### src/rtl/ds_pkg.sv
// ============================================================================
// Module      : ds_pkg
// Description : Shared widths and FSM state encoding for the 2x2 downsampler.
// Revision    : 1.0  initial release
// ============================================================================
`default_nettype none

package ds_pkg;

    localparam int ADDR_W = 16;
    localparam int DATA_W = 8;
    localparam int SUM_W  = 10;

    typedef enum logic [2:0] {
        IDLE = 3'd0,
        RD0  = 3'd1,
        RD1  = 3'd2,
        RD2  = 3'd3,
        RD3  = 3'd4,
        WR   = 3'd5,
        FIN  = 3'd6
    } ds_state_t;

endpackage

`default_nettype wire

### src/rtl/ds_engine_if.sv
// ============================================================================
// Module      : ds_engine_if
// Description : Control handshake and data-memory port between the engine and
//               the memory/controller side.
// Revision    : 1.0  initial release
// ============================================================================
`default_nettype none

interface ds_engine_if;
    import ds_pkg::*;

    logic              start;
    logic              busy;
    logic              done;
    logic              finish_signal;
    logic [ADDR_W-1:0] address;
    logic              Mem_Write;
    logic [DATA_W-1:0] memory_in;
    logic [DATA_W-1:0] memory_out;

    modport master (
        input  start,
        input  memory_out,
        output busy,
        output done,
        output finish_signal,
        output address,
        output Mem_Write,
        output memory_in
    );

    modport slave (
        output start,
        output memory_out,
        input  busy,
        input  done,
        input  finish_signal,
        input  address,
        input  Mem_Write,
        input  memory_in
    );

endinterface

`default_nettype wire

### src/rtl/ds_addr_gen.sv
// ============================================================================
// Module      : ds_addr_gen
// Description : Combinational memory address decode from block counters and
//               FSM state (2x2 read taps, output write address).
// Revision    : 1.0  initial release
// ============================================================================
`default_nettype none

module ds_addr_gen
    import ds_pkg::*;
#(
    parameter int                IMG_W    = 128,
    parameter logic [ADDR_W-1:0] OUT_BASE = 16'h8000
) (
    input  ds_state_t         i_state,
    input  logic [ADDR_W-1:0] i_i,
    input  logic [ADDR_W-1:0] i_j,
    output logic [ADDR_W-1:0] o_address
);

    localparam logic [ADDR_W-1:0] c_img_w  = ADDR_W'(IMG_W);
    localparam logic [ADDR_W-1:0] c_half_w = ADDR_W'(IMG_W / 2);

    logic [ADDR_W-1:0] w_base;
    logic [ADDR_W-1:0] w_out;

    // Top-left pixel of block (i,j) is at row 2i, column 2j of the input.
    assign w_base = ((i_i << 1) * c_img_w) + (i_j << 1);
    assign w_out  = OUT_BASE + (i_i * c_half_w) + i_j;

    always_comb begin
        o_address = '0;
        case (i_state)
            RD0:     o_address = w_base;
            RD1:     o_address = w_base + ADDR_W'(1);
            RD2:     o_address = w_base + c_img_w;
            RD3:     o_address = w_base + c_img_w + ADDR_W'(1);
            WR:      o_address = w_out;
            default: o_address = '0;
        endcase
    end

endmodule

`default_nettype wire

### src/rtl/ds_engine.sv
// ============================================================================
// Module      : ds_engine
// Description : 2x2 block-average downsampler driving the data memory port.
//               Define DS_ROUND_EN for round-half-up averaging (else truncate).
// Revision    : 1.0  initial release
// ============================================================================
`default_nettype none

module ds_engine
    import ds_pkg::*;
#(
    parameter int                IMG_W    = 128,
    parameter int                IMG_H    = 128,
    parameter logic [ADDR_W-1:0] OUT_BASE = 16'h8000
) (
    input  logic          clk,
    input  logic          reset,
    ds_engine_if.master   bus
);

    if ((IMG_W < 2) || (IMG_W % 2 != 0) || (IMG_H < 2) || (IMG_H % 2 != 0)) begin : g_chk_dims
        $error("ds_engine: IMG_W and IMG_H must be even and at least 2");
    end
    if (IMG_W * IMG_H > int'(OUT_BASE)) begin : g_chk_overlap
        $error("ds_engine: input image overlaps the output region");
    end
    if (int'(OUT_BASE) + (IMG_W * IMG_H) / 4 > 65536) begin : g_chk_range
        $error("ds_engine: output image exceeds the 64 KiB address space");
    end

    localparam logic [ADDR_W-1:0] c_last_i = ADDR_W'(IMG_H / 2 - 1);
    localparam logic [ADDR_W-1:0] c_last_j = ADDR_W'(IMG_W / 2 - 1);

    ds_state_t          r_state;
    ds_state_t          w_next;
    logic [ADDR_W-1:0]  r_i;
    logic [ADDR_W-1:0]  r_j;
    logic [SUM_W-1:0]   r_sum;
    logic [SUM_W-1:0]   w_pix;
    logic [SUM_W-1:0]   w_sum_adj;
    logic [DATA_W-1:0]  w_avg;
    logic               w_last;
    logic [ADDR_W-1:0]  w_address;

    assign w_pix  = {{(SUM_W - DATA_W){1'b0}}, bus.memory_out};
    assign w_last = (r_i == c_last_i) && (r_j == c_last_j);

`ifdef DS_ROUND_EN
    assign w_sum_adj = r_sum + SUM_W'(2);
`else
    assign w_sum_adj = r_sum;
`endif
    assign w_avg = w_sum_adj[SUM_W-1:2];

    always_ff @(posedge clk or posedge reset) begin
        if (reset) begin
            r_state <= IDLE;
        end else begin
            r_state <= w_next;
        end
    end

    always_comb begin
        w_next = r_state;
        case (r_state)
            IDLE:    w_next = bus.start ? RD0 : IDLE;
            RD0:     w_next = RD1;
            RD1:     w_next = RD2;
            RD2:     w_next = RD3;
            RD3:     w_next = WR;
            WR:      w_next = w_last ? FIN : RD0;
            FIN:     w_next = IDLE;
            default: w_next = IDLE;
        endcase
    end

    always_ff @(posedge clk or posedge reset) begin
        if (reset) begin
            r_i   <= '0;
            r_j   <= '0;
            r_sum <= '0;
        end else begin
            case (r_state)
                IDLE: begin
                    if (bus.start) begin
                        r_i <= '0;
                        r_j <= '0;
                    end
                end
                RD0:           r_sum <= w_pix;
                RD1, RD2, RD3: r_sum <= r_sum + w_pix;
                WR: begin
                    if (r_j == c_last_j) begin
                        r_j <= '0;
                        r_i <= r_i + ADDR_W'(1);
                    end else begin
                        r_j <= r_j + ADDR_W'(1);
                    end
                end
                default: ;
            endcase
        end
    end

    ds_addr_gen #(
        .IMG_W    (IMG_W),
        .OUT_BASE (OUT_BASE)
    ) u_addr_gen (
        .i_state   (r_state),
        .i_i       (r_i),
        .i_j       (r_j),
        .o_address (w_address)
    );

    assign bus.address       = w_address;
    assign bus.Mem_Write     = (r_state == WR);
    assign bus.memory_in     = (r_state == WR) ? w_avg : '0;
    assign bus.busy          = (r_state != IDLE);
    assign bus.done          = (r_state == FIN);
    assign bus.finish_signal = (r_state == FIN);

endmodule

`default_nettype wire

### src/flat_wrapper.sv
// flat-port wrapper written by rule: the top's interface ports become plain ports
module ds_engine_flat import ds_pkg::*;
#(
    parameter int                IMG_W    = 128,
    parameter int                IMG_H    = 128,
    parameter logic [ADDR_W-1:0] OUT_BASE = 16'h8000
)
  (clk, reset, bus_start, bus_memory_out, bus_busy, bus_done, bus_finish_signal, bus_address, bus_Mem_Write, bus_memory_in);
  ds_engine_if bus_i ();
  input  logic clk;
  input  logic reset;
  input wire logic [$bits(bus_i.start)-1:0] bus_start;
  input wire logic [$bits(bus_i.memory_out)-1:0] bus_memory_out;
  output wire logic [$bits(bus_i.busy)-1:0] bus_busy;
  output wire logic [$bits(bus_i.done)-1:0] bus_done;
  output wire logic [$bits(bus_i.finish_signal)-1:0] bus_finish_signal;
  output wire logic [$bits(bus_i.address)-1:0] bus_address;
  output wire logic [$bits(bus_i.Mem_Write)-1:0] bus_Mem_Write;
  output wire logic [$bits(bus_i.memory_in)-1:0] bus_memory_in;
  assign bus_i.start = bus_start;
  assign bus_i.memory_out = bus_memory_out;
  assign bus_busy = bus_i.busy;
  assign bus_done = bus_i.done;
  assign bus_finish_signal = bus_i.finish_signal;
  assign bus_address = bus_i.address;
  assign bus_Mem_Write = bus_i.Mem_Write;
  assign bus_memory_in = bus_i.memory_in;
  ds_engine #(.IMG_W(IMG_W), .IMG_H(IMG_H), .OUT_BASE(OUT_BASE)) u_core (.clk(clk), .reset(reset), .bus(bus_i));
endmodule
### config.mk
export PLATFORM = sky130hd
export DESIGN_NAME = ds_engine_flat
export DESIGN_NICKNAME = d
export VERILOG_FILES = /design/src/rtl/ds_pkg.sv /design/src/rtl/ds_engine_if.sv /design/src/rtl/ds_addr_gen.sv /design/src/rtl/ds_engine.sv /design/src/flat_wrapper.sv
export SDC_FILE = /design/constraint.sdc
export NUM_CORES = 1
export LEC_CHECK = 0
export ABC_AREA = 1
export BUFFER_PORTS_ARGS = -buffer_cell sky130_fd_sc_hd__buf_2
export CAP_MARGIN = 20
export CORE_ASPECT_RATIO = 1.5
export CORE_MARGIN = 10
export CORE_UTILIZATION = 45
export CTS_BUF_LIST = sky130_fd_sc_hd__clkbuf_8
export DETAILED_ROUTE_END_ITERATION = 10
export PLACE_DENSITY_LB_ADDON = 0.3
export RECOVER_POWER = 50
export SLEW_MARGIN = 10
export SYNTH_ARGS = -nofsm -noshare
export SYNTH_HDL_FRONTEND = slang
export SYNTH_SLANG_ARGS = --single-unit
### constraint.sdc
create_clock -name clk -period 4.3 [get_ports clk]
set_clock_uncertainty 0.2 [all_clocks]
set_input_delay 0.43 -clock clk [delete_from_list [all_inputs] [get_ports clk]]
set_output_delay 0.43 -clock clk [all_outputs]
set_load 0.01 [all_outputs]
==> metrics.json <==
{
  "sequential_cell_area_sq_um": 1130,
  "synth.yosys.warnings": 0,
  "buffers_inserted_during_post_cts_setup_optimization": 0,
  "num-fill-cells": 892,
  "grt-ovfl-total": 0,
  "cts_htree_levels": 2,
  "dr_total_vias": 4201,
  "layout-drive-gt1-share_pct": 9.86,
  "first_iter_violations": 287,
  "crit_top_cell": "nand2_1",
  "grt_antenna_before_repair": 0,
  "postSynthNetCount": 649,
  "grt_first_pass_wirelength_mm": 19.3,
  "die_w_microns": 98.0,
  "post_drt_wl_per_cell_microns": 15.5,
  "report.final.setup_viol": 0,
  "syn-cell-area_sq_um": 4100,
  "clkSlewWorstSetupHoldPaths_ps": 110,
  "vias_in_the_first_global_route": 4115,
  "syn_inst": 600,
  "setup.worst_path.start_class": "register",
  "grt_start_max_net_pins": 46,
  "rrSetupSlack_ps": 1470,
  "yosys_most_used_dff": "dfrtp_1",
  "cap_viol_max_count": 1,
  "worstSkewPairLatency_ps": 320,
  "coreArea_sq_um": 8880,
  "commonest_cells_after_routing_fill_and_taps_aside": "nand2_1, inv_1, nand3_1",
  "timing.final.max_slew_violations": 35,
  "totalNegativeSetupSlack_ps": 0,
  "detailedPlacementHpwl_mm": 9.17,
  "hold_path.class": "input pin to register",
  "data_required_critical_path_ps": 3670,
  "drt-pass1-iter-count": 5,
  "max_slew.worst_pin.slew_ps": 1940,
  "initial_utilization_pct": 46.2,
  "achievable-frequency_mhz": 300,
  "portBuffers": 38,
  "synth_area_leader_cell": "dfrtp_1",
  "ant_nets": 0,
  "syn-mean-instance-area_sq_um": 6.84,
  "rsz_0062_raised_after_global_routing": "false",
  "worstSetupEndpointType": "primary output",
  "nNetsFinal": 687,
  "post-layout-total-power_uw": 1220,
  "multi_input_comb_area_sq_um": 2550,
  "synthDominantCellAreaShare_pct": 27.4,
  "design.portCount": 39,
  "sequential_to_total_area_share_from_yosys_stat_pct": 27.4,
  "post_synth_num_cell_types": 37,
  "number_of_diodes": 0,
  "cts-buffers-inserted": 5,
  "die-area_sq_um": 13400,
  "timing.setup.critical_path_class": "register to primary output",
  "worstPathMaxFanout": 8,
  "worst_ir_drop_vdd_v": 0.000164,
  "synth_edf_count": 0,
  "power.static_leakage_uw": 0.00233,
  "post_drt_via_cell_ratio": 5.61,
  "layout_commonest_cell": "nand2_1",
  "std_cell_rows": 42,
  "max-clock-path-buffers": 2,
  "grt.total_usage_pct": 17.4,
  "post_cts_resized": 0,
  "violations": "max-capacitance violations, max-slew violations",
  "cts_tree": "yes",
  "cts_hold_buffers": 0,
  "totalWireLength_mm": 11.6,
  "timing.critical_path.arrival_ps": 2710,
  "clkSinkCount": 45,
  "root_buffer": "clkbuf_8",
  "synth-async-reset-ratio_pct": 100,
  "postSynthRegisterBits": 45,
  "crit_chain": "ha_1 -> ha_1 -> fa_1 -> nand3_1 -> nand3_1 -> nand2_1 -> nand2_1 -> nand2_1 -> nand2_1 -> a21oi_1 -> o21ai_0 -> nand3_1 -> buf_2",
  "post-route-min-period_ps": 3340,
  "finalWeightedCongestion": 0.904,
  "cpPeakStageDelay_ps": 490,
  "relative_max_transition_margin_pct": -29.0,
  "timing.final.hold_violations": 0,
  "share_of_the_clock_period_used_by_the_worst_path_pct": 77.6,
  "synth.area.top_cells": "dfrtp_1, nand2_1, ha_1",
  "power.density_cell_area_nw_per_um2": 271,
  "area.growth.synth_to_final_pct": 9.39,
  "die_height_microns": 137,
  "status": "complete, but fails checks",
  "crit_slowest_cell": "dfrtp_1",
  "drc_errors": 0
}
## power by group
part | total [uW] | internal, uW | switching (uW)
logic | 366 | 152 | 214
registers | 497 | 465 | 32.0
clock network | 354 | 179 | 175
## per-layer routing
layer | GRT usage, % | vias to the layer above | share of wire (%)
met1 | 17.2 | 1953 | 37
met3 | 2.83 | 33 | 4.9
li1 | - | 2090 | -
met4 | 9.16 | 0 | 3.9
met2 | 33.5 | 125 | 54
met5 | 0 | - | 0
## through the flow
stage          setup slack (ps)  cells  hold slack (ps)  util [%]  instance area (sq um)
4_1_cts                     960    747              152      50.6                   4500
6_report                    963    749              160      50.5                   4490
5_1_grt                     712    749              159      50.5                   4490
3_3_place_gp               1390    739              279      49.3                   4380
2_1_floorplan              1650    600              253         -                   4100
3_5_place_dp               1320    739              299      49.3                   4380
## state kept, by name, indices dropped and copies added (netlist names)
| name | cells |
|---|---|
| u_core.r_i | 16 |
| u_core.r_j | 16 |
| u_core.r_sum | 10 |
| u_core.r_state | 3 |
## cells in the mapped netlist (2+ instances only)
cell type    n
inv_1       84
nor4_1       2
nor2_1      42
nand3_1     63
buf_2        4
a22oi_1      6
fa_1         3
a21oi_1     22
nor3_1      10
nand4_1     24
xnor2_1      6
o22ai_1     11
dfrtp_1     45
nand2_1    152
nor3_4       2
o221ai_1     4
clkbuf_1     2
nor2_2       2
or2_2        2
o211ai_1     4
o21ai_1     15
ha_1        35
nand3b_1     3
xor2_1      10
o31ai_2      2
buf_6        2
o21ai_0     26
nand2_4      2
inv_2        7
## final timing paths
check / startpoint / end / depth (start not counted)
min: bus_memory_out[2] / u_core.r_sum[2]$_DFFE_PP0P_ / 3
max in group asynchronous: reset / u_core.r_sum[6]$_DFFE_PP0P_ / 4
min reg2reg: u_core.r_sum[8]$_DFFE_PP0P_ / u_core.r_sum[8]$_DFFE_PP0P_ / 1
min in group asynchronous: reset / u_core.r_i[10]$_DFFE_PP0P_ / 3
max reg2reg: u_core.r_state[1]$_DFF_PP0_ / u_core.r_i[4]$_DFFE_PP0P_ / 8
max: u_core.r_j[7]$_DFFE_PP0P_ / bus_address[13] / 13
## cells by family (layout without fill, tap and decap cells)
kind of cell	count (synthesis)	count (layout)	synth area share, %
AND/OR/NAND/NOR	307	307	33.9
buffers and inverters	102	141	9.97
AO/OA/AOI/OAI	92	92	13.1
flip-flops	45	45	27.4
adder cells (fa/ha/maj)	38	38	12.1
XOR/XNOR	16	16	3.42
## layout make-up
type	count	area share (%)
Tap cell	110	3.07
Timing Repair Buffer	41	4.71
Clock inverter	3	1.12
Inverter	92	7.75
Multi-Input combinational cell	453	56.7
Sequential cell	45	25.1
Clock buffer	5	1.53
## critical path, delay by kind of cell, from the launching register on
family | cells | cell delay [ps]
fa+ha+maj | 3 | 970
simple gates | 7 | 590
flops | 1 | 490
compound gates | 2 | 210
buf+inv | 1 | 130
Power figures use the tool's default switching activity.
